### src/rtl/afe_tot_meas.sv
// Time-of-arrival / time-over-threshold measurement stage feeding the SPI readout.
// Synchronizes INJ_IN and COMP, measures injection-to-hit and comparator-high intervals.
module afe_tot_meas #(
  parameter int CNT_W       = 8,
  parameter int SYNC_STAGES = 2
) (
  input  logic             CLK,
  input  logic             RST_B,
  input  logic             INJ_IN,
  input  logic             COMP,
  input  logic             RD_ACK,
  output logic             HIT,
  output logic             DATA_VALID,
  output logic [CNT_W-1:0] TOA,
  output logic [CNT_W-1:0] TOT,
  output logic [2:0]       STATUS,
  output logic             BUSY
);

  localparam logic [CNT_W-1:0] MAX = '1;

  typedef enum logic [1:0] {S_IDLE, S_ARMED, S_TOT, S_DONE} state_t;

  logic [SYNC_STAGES-1:0] inj_sync_reg;
  logic [SYNC_STAGES-1:0] comp_sync_reg;
  logic                   inj_prev_reg;
  logic                   comp_prev_reg;
  logic                   inj_sync;
  logic                   comp_sync;
  logic                   inj_rise;
  logic                   comp_rise;

  state_t           state_reg, state_next;
  logic [CNT_W-1:0] toa_reg, toa_next;
  logic [CNT_W-1:0] tot_reg, tot_next;
  logic [CNT_W-1:0] toa_inc;
  logic [CNT_W-1:0] tot_inc;
  logic [2:0]       status_reg, status_next;
  logic             hit_reg, dv_reg, busy_reg;

  // Identical depth on both paths so synchronizer latency cancels out of TOA.
  always_ff @(posedge CLK or negedge RST_B) begin
    if (!RST_B) begin
      inj_sync_reg  <= '0;
      comp_sync_reg <= '0;
      inj_prev_reg  <= 1'b0;
      comp_prev_reg <= 1'b0;
    end else begin
      inj_sync_reg  <= {inj_sync_reg[SYNC_STAGES-2:0], INJ_IN};
      comp_sync_reg <= {comp_sync_reg[SYNC_STAGES-2:0], COMP};
      inj_prev_reg  <= inj_sync;
      comp_prev_reg <= comp_sync;
    end
  end

  assign inj_sync  = inj_sync_reg[SYNC_STAGES-1];
  assign comp_sync = comp_sync_reg[SYNC_STAGES-1];
  assign inj_rise  = inj_sync & ~inj_prev_reg;
  assign comp_rise = comp_sync & ~comp_prev_reg;

  assign toa_inc = toa_reg + CNT_W'(1);
  assign tot_inc = tot_reg + CNT_W'(1);

  // TOA doubles as the ARMED interval counter; it is cleared on arming.
  always_comb begin
    state_next  = state_reg;
    toa_next    = toa_reg;
    tot_next    = tot_reg;
    status_next = status_reg;
    case (state_reg)
      S_IDLE: begin
        if (inj_rise) begin
          toa_next = '0;
          tot_next = '0;
          if (comp_sync) begin
            state_next  = S_DONE;
            status_next = 3'b100;
          end else begin
            state_next  = S_ARMED;
            status_next = 3'b000;
          end
        end
      end
      S_ARMED: begin
        toa_next = toa_inc;
        if (comp_rise) begin
          state_next = S_TOT;
          tot_next   = CNT_W'(1);
        end else if (toa_inc == MAX) begin
          state_next     = S_DONE;
          status_next[0] = 1'b1;
        end
      end
      S_TOT: begin
        if (comp_sync) begin
          if (tot_reg != MAX) begin
            tot_next = tot_inc;
            if (tot_inc == MAX) status_next[1] = 1'b1;
          end
        end else begin
          state_next = S_DONE;
        end
      end
      S_DONE: begin
        if (RD_ACK) begin
          state_next  = S_IDLE;
          status_next = 3'b000;
        end
      end
      default: state_next = S_IDLE;
    endcase
  end

  always_ff @(posedge CLK or negedge RST_B) begin
    if (!RST_B) begin
      state_reg  <= S_IDLE;
      toa_reg    <= '0;
      tot_reg    <= '0;
      status_reg <= '0;
      hit_reg    <= 1'b0;
      dv_reg     <= 1'b0;
      busy_reg   <= 1'b0;
    end else begin
      state_reg  <= state_next;
      toa_reg    <= toa_next;
      tot_reg    <= tot_next;
      status_reg <= status_next;
      hit_reg    <= (state_next == S_TOT);
      dv_reg     <= (state_next == S_DONE);
      busy_reg   <= (state_next != S_IDLE);
    end
  end

  assign HIT        = hit_reg;
  assign DATA_VALID = dv_reg;
  assign BUSY       = busy_reg;
  assign TOA        = toa_reg;
  assign TOT        = tot_reg;
  assign STATUS     = status_reg;

endmodule

### config.mk
export PLATFORM = sky130hd
export DESIGN_NAME = afe_tot_meas
export DESIGN_NICKNAME = d
export VERILOG_FILES = /design/src/rtl/afe_tot_meas.sv
export SDC_FILE = /design/constraint.sdc
export NUM_CORES = 1
export LEC_CHECK = 0
export ABC_AREA = 1
export CORE_ASPECT_RATIO = 0.5
export CORE_MARGIN = 4
export CORE_UTILIZATION = 45
export DETAILED_ROUTE_END_ITERATION = 6
export PLACE_DENSITY_LB_ADDON = 0.08
export SLEW_MARGIN = 10
export SYNTH_ARGS = -nofsm -noshare
export SYNTH_HDL_FRONTEND = slang
export SYNTH_SLANG_ARGS = --single-unit
### constraint.sdc
create_clock -name CLK -period 1.6 [get_ports CLK]
set_clock_uncertainty 0.05 [all_clocks]
set_input_delay 0.32 -clock CLK [delete_from_list [all_inputs] [get_ports CLK]]
set_output_delay 0.32 -clock CLK [all_outputs]
set_load 0.03 [all_outputs]
Yosys cells after proc, flatten, opt, wreduce, memory -nomap -nowiden
Cells that the tools add are included.
- register bits: 30
- input port bits: 5
- $add $sub $neg: 2
- eq/ne operators: 16
- muxes and demuxes: 24
- bitwise operators: 4
- reductions and logical operators: 12
- operators with widths (cell ; number):
    two-way mux 8 bit ; 4
    case mux 8 bit (3 select lines) ; 1
    adder 8 x 1 -> 8 bit (second input constant) ; 2
    == test 8 bit (second input constant) ; 2
    inequality test 2 bit (second input constant) ; 8
    case mux 8 bit (2 select lines) ; 1
    two-way mux 2 bit ; 6
    AND reduction 5 bit ; 2
    two-way mux 3 bit ; 3
    nonzero test 3 bit ; 3
    == test 2 bit (second input constant) ; 4
    inequality test 8 bit (second input constant) ; 1
    case mux 2 bit (4 select lines) ; 1
    case mux 1 bit (3 select lines) ; 2
    AND reduction 6 bit ; 1
    nonzero test 2 bit ; 3
    two-way mux 1 bit ; 5
    AND reduction 3 bit ; 1
    AND 1 bit ; 2
    == test 2 x 1 -> 1 bit (second input constant) ; 1
    logical NOT 2 bit ; 1
    inverter 1 bit ; 2
    case mux 1 bit (2 select lines) ; 1
    AND reduction 2 bit ; 1

Depth between registers and ports, before layout
Gate-level depths: netlist of the first run.
- depth in word-level cells: 6
- depth in mapped cells: 13
- depth with buffers taken out: 13

Least setup slack after synthesis of the first run
OpenSTA, ideal clock, no wires.
- path kind: register to register
- from: register toa_reg[1], in the netlist TOA[1]
- to: register hit_reg, in the netlist HIT
- library setup time: 122 ps
- arrival time: 1572 ps
- path slack: -144 ps
- stages on the path, launching flop included: 9
- buffers on the path: 0
- period minus slack after synthesis: 1744 ps
- path through: dfrtp_1 -> ha_1 -> nand3_1 -> o21ai_1 -> nand2_1 -> nor2_4 -> nand3_1 -> a21oi_1 -> nor2_1
- cells in the longest elaborated chain, start to end: 6
- ends and longest elaborated chain (what ; RTL line ; text):
    from (decl) ; 34 ; logic [CNT_W-1:0] toa_reg, toa_next;
    from (signal assigned) ; 125 ; toa_reg <= toa_next;
    adder 8 x 1 -> 8 bit ; 61 ; assign toa_inc = toa_reg + CNT_W'(1);
    == test 8 bit ; 89 ; end else if (toa_inc == MAX) begin
    two-way mux 2 bit ; 89 ;
    two-way mux 2 bit ; 86 ; if (comp_rise) begin
    case mux 2 bit (4 select lines) ; 70 ; case (state_reg)
    net state_next[0] ; 33 ; state_t state_reg, state_next;
    == test 2 bit ; 128 ; hit_reg <= (state_next == S_TOT);
    to (signal assigned) ; 128 ;
    to (decl) ; 39 ; logic hit_reg, dv_reg, busy_reg;
The timed path passes the listed nets, and every way through them passes these cells.
A chain may end at the register's enable or synchronous reset.

Worst setup path in the final report of the first run
- from: register toa_reg[1], in the netlist TOA[1]
- to: register dv_reg, in the netlist DATA_VALID
- cells in the longest elaborated chain, start to end: 6
- ends and longest elaborated chain (what ; RTL line ; text):
    adder 8 x 1 -> 8 bit ; 61 ;
    == test 8 bit ; 89 ;
    two-way mux 2 bit ; 89 ;
    two-way mux 2 bit ; 86 ;
    case mux 2 bit (4 select lines) ; 70 ;
    == test 2 bit ; 129 ; dv_reg <= (state_next == S_DONE);
    to (signal assigned) ; 129 ;
    to (decl) ; 39 ;
Every way passes these cells.

==> flow_summary.yaml, run 1 <==
run_status:
  status: "complete, but fails checks"
  violations: "negative setup slack"
routing:
  detail_route.vias_per_cell: 4.87
  wire_per_inst_um: 12.9
  drc: 0
  firstDrtPassIters: 4
  ant_nets: 0
  vias: 1568
  drt_iter0_markers: 53
  wl_mm: 4.14
grt:
  grt_pass1_wl_mm: 6.88
  grt.total_usage_pct: 18.9
  antenna_found_initial: 0
  grt_pass1_vias: 1584
  grt_remaining_overflow: 0
  grt_max_degree: 31
floorplan:
  dieArea_mm2: 0.00468
  fp.dieH_um: 50.4
  core-area_mm2: 0.00345
  start_util_pct: 46.8
  row_count: 15
  die_width_um: 92.8
  io_pins: 27
critical_path:
  crit_end: "DATA_VALID"
  rrSetupSlack_ns: -0.03
  cp-end-kind: "register"
  critPathKind: "register to register"
  cp.arrival_ns: 1.79
  cp_max_fo: 5
  reg2reg_to: "DATA_VALID"
  critPathRequiredTime_ns: 1.76
  r2r_cells: 12
  cpMostUsedCell: "nand2_1"
  worstReg2RegStart: "TOA[1]"
  path_buf_inv: 0
  start_kind: "register"
  slowest_stage: "dfrtp_2"
  cp-startpoint: "TOA[1]"
  max_stage_delay_ns: 0.45
  worstPathCellList: "ha_4 > nand2_2 > nand2_2 > nor2_2 > nand3_2 > nor2_4 > nand2_1 > nand2_1 > nand2_1 > nand2_1 > nand2_2 > nor2_2"
  cp.depth: 12
  crit_family: "simple AND/OR/NAND/NOR gates"
placement:
  port_buffers: 26
  gp_congestion: 0.881
  dp_cells: 303
  hpwl_mm: 2.77
  place_area_mm2: 0.00215
logic_synthesis:
  synth-edff-count: 0
  ys_seq_elements: 30
  ys_seq_area_share_pct: 46.4
  synth_nets: 216
  synth-async-reset-ratio_pct: 100
  synthFlopType: "dfrtp_1"
  syn_area_per_cell_um2: 8.01
  yosysTopAreaCell: "dfrtp_1"
  synth.distinct_cells: 24
  synthesis.area_mm2: 0.00162
  yosysWarnings: 0
  yosys-top-cells-area: "dfrtp_1 46%, nand2_1 9.7%, inv_1 7.9%, ha_1 7.0%, nand3_1 4.3%"
  synth_top_area_share_pct: 46.4
  synth_common_cells: "42 x nand2_1, 34 x inv_1, 30 x dfrtp_1"
  synthCells: 202
  synth_most_common_cell: "nand2_1"
timing:
  setup_viol: 3
  slew_headroom_pct: 79.3
  rsz0062_at_grt: "true"
  min_period_ns: 1.63
  hold_viol: 0
  tightest_slew_ns: 0.311
  drv_slew: 0
  finalWorstSetupSlack_ns: -0.0330
  fmaxAchievable_mhz: 612
  fin_crit_sh_pct: 102
clock_tree:
  cts_sinks: 30
  cts_buffers: 5
  clk_path_buf_depth: 2
  h-tree-depth: 2
  ctsHoldBuffers: 0
  worstSkewPairLatency_ns: 0.28
  cts-root-buf: "clkbuf_8"
  cts_tree: "yes"
  clk_pin_slew_ns: 0.06
pwr:
  total_leakage_power_nw: 1.21
  ir_worst_vdd_mv: 0.638
  power_density_mw_per_mm2: 1610
  p_total_mw: 4.07
worst_hold_path:
  hp-class: "register to register"
flow_run:
  cap_violations: 0
layout:
  fill_cells: 260
  utilization_pct: 73.2
  fin_cells: 322
  synthToLayoutAreaGrowth_pct: 56.3
  n_antenna_cell: 0
  final_net_count: 284
  drive_above_1_share_pct: 39.9
  final_area_mm2: 0.00253
[stage by stage]
stage / TNS [ns] / worst slack, ns / hold slack (ns)
final: -0.0733 / -0.0330 / 0.299
after global routing: -1.16 / -0.164 / 0.305
after CTS: -0.108 / -0.0547 / 0.301
after detailed placement: -0.877 / -0.148 / 0.286
after global placement: -0.625 / -0.142 / 0.284
after floorplan: 0 / 0.00235 / -0.0256
[kinds of logic (layout without fill, tap and decap cells)]
group	after synthesis	in the layout	synth area share [%]
xor+xnor	4	4	2.17
buf+inv	37	106	8.58
simple gates	87	87	24.1
fa+ha+maj	9	9	6.96
compound gates	35	35	11.8
flops	30	30	46.4
[cell usage in the layout, fill, tap and decap left out, drive strengths merged, types with 2 or more instances in the layout]
cell type,instances
a21oi,4
buf,36
clkbuf,7
clkdlybuf4s50,4
clkinv,2
dfrtp,30
dlygate4sd2,20
ha,9
inv,36
nand2,46
nand3,15
nand4,3
nor2,20
nor3,3
o21ai,21
o22ai,6
xor2,3
[worst register-to-register path: cells and delay by family, from the launching register on]
kind	cells	cell delay (ns)
adder cells (fa/ha/maj)	1	0.19
flip-flops	1	0.45
AND/OR/NAND/NOR	11	0.87
[worst min path at each step]
stage	startpoint	endpoint	slack (ns)	cells after the start
6_report	comp_sync_reg[0]	comp_sync_reg[1]	0.30	0
3_3_place_gp	inj_sync_reg[0]	inj_sync_reg[1]	0.28	0
4_1_cts	comp_sync_reg[0]	comp_sync_reg[1]	0.30	0
3_5_place_dp	comp_sync_reg[0]	comp_sync_reg[1]	0.29	0
2_1_floorplan	RST_B	BUSY	-0.03	0
5_1_grt	comp_sync_reg[0]	comp_sync_reg[1]	0.31	0
[power breakdown]
part,internal [mW],total (mW),switching (mW)
clock network,0.346,0.625,0.279
logic,1.09,2.41,1.32
registers,0.900,1.03,0.128
total,2.34,4.07,1.73
[per-layer routing]
layer,vias up,track usage [%],wire length (µm)
met5,-,0,0
met4,0,8.52,71
met3,9,6.14,225
met2,41,30.6,1930
met1,729,23.3,1910
li1,789,-,-
[cell type report]
cell class,count,area [µm²],share of cell area (%)
tap,51,63.8,2.52
clock buffer,7,86.3,3.41
multi-input combinational,135,950,37.6
clock inverter,1,5.00,0.198
inverter,37,141,5.59
timing repair buffer,61,523,20.7
sequential,30,759,30.0
[what timing repair did]
| action | CTS | global route |
|---|---|---|
| pin swaps | 9 | 23 |
| setup endpoints to repair | 35 | 24 |
| buffers inserted | 9 | 2 |
| gates resized for setup | 45 | 46 |
No activity file was read; power rests on OpenSTA's default activity.
==> run 2, diff against run 1 <==
--- a/config.mk
+++ b/config.mk
@@ -9,6 +9,7 @@
 export CORE_ASPECT_RATIO = 0.5
 export CORE_MARGIN = 4
 export CORE_UTILIZATION = 45
+export CTS_CLUSTER_DIAMETER = 120
 export DETAILED_ROUTE_END_ITERATION = 6
 export PLACE_DENSITY_LB_ADDON = 0.08
 export SLEW_MARGIN = 10
==> results of run 2 <==
Final layout, timing and power as in run 1 (identical DEF).
==> run 3, diff against run 2 <==
--- a/config.mk
+++ b/config.mk
@@ -10,6 +10,7 @@
 export CORE_MARGIN = 4
 export CORE_UTILIZATION = 45
 export CTS_CLUSTER_DIAMETER = 120
+export CTS_CLUSTER_SIZE = 20
 export DETAILED_ROUTE_END_ITERATION = 6
 export PLACE_DENSITY_LB_ADDON = 0.08
 export SLEW_MARGIN = 10
==> results of run 3 <==
Final layout, timing and power as in run 1 (identical DEF).
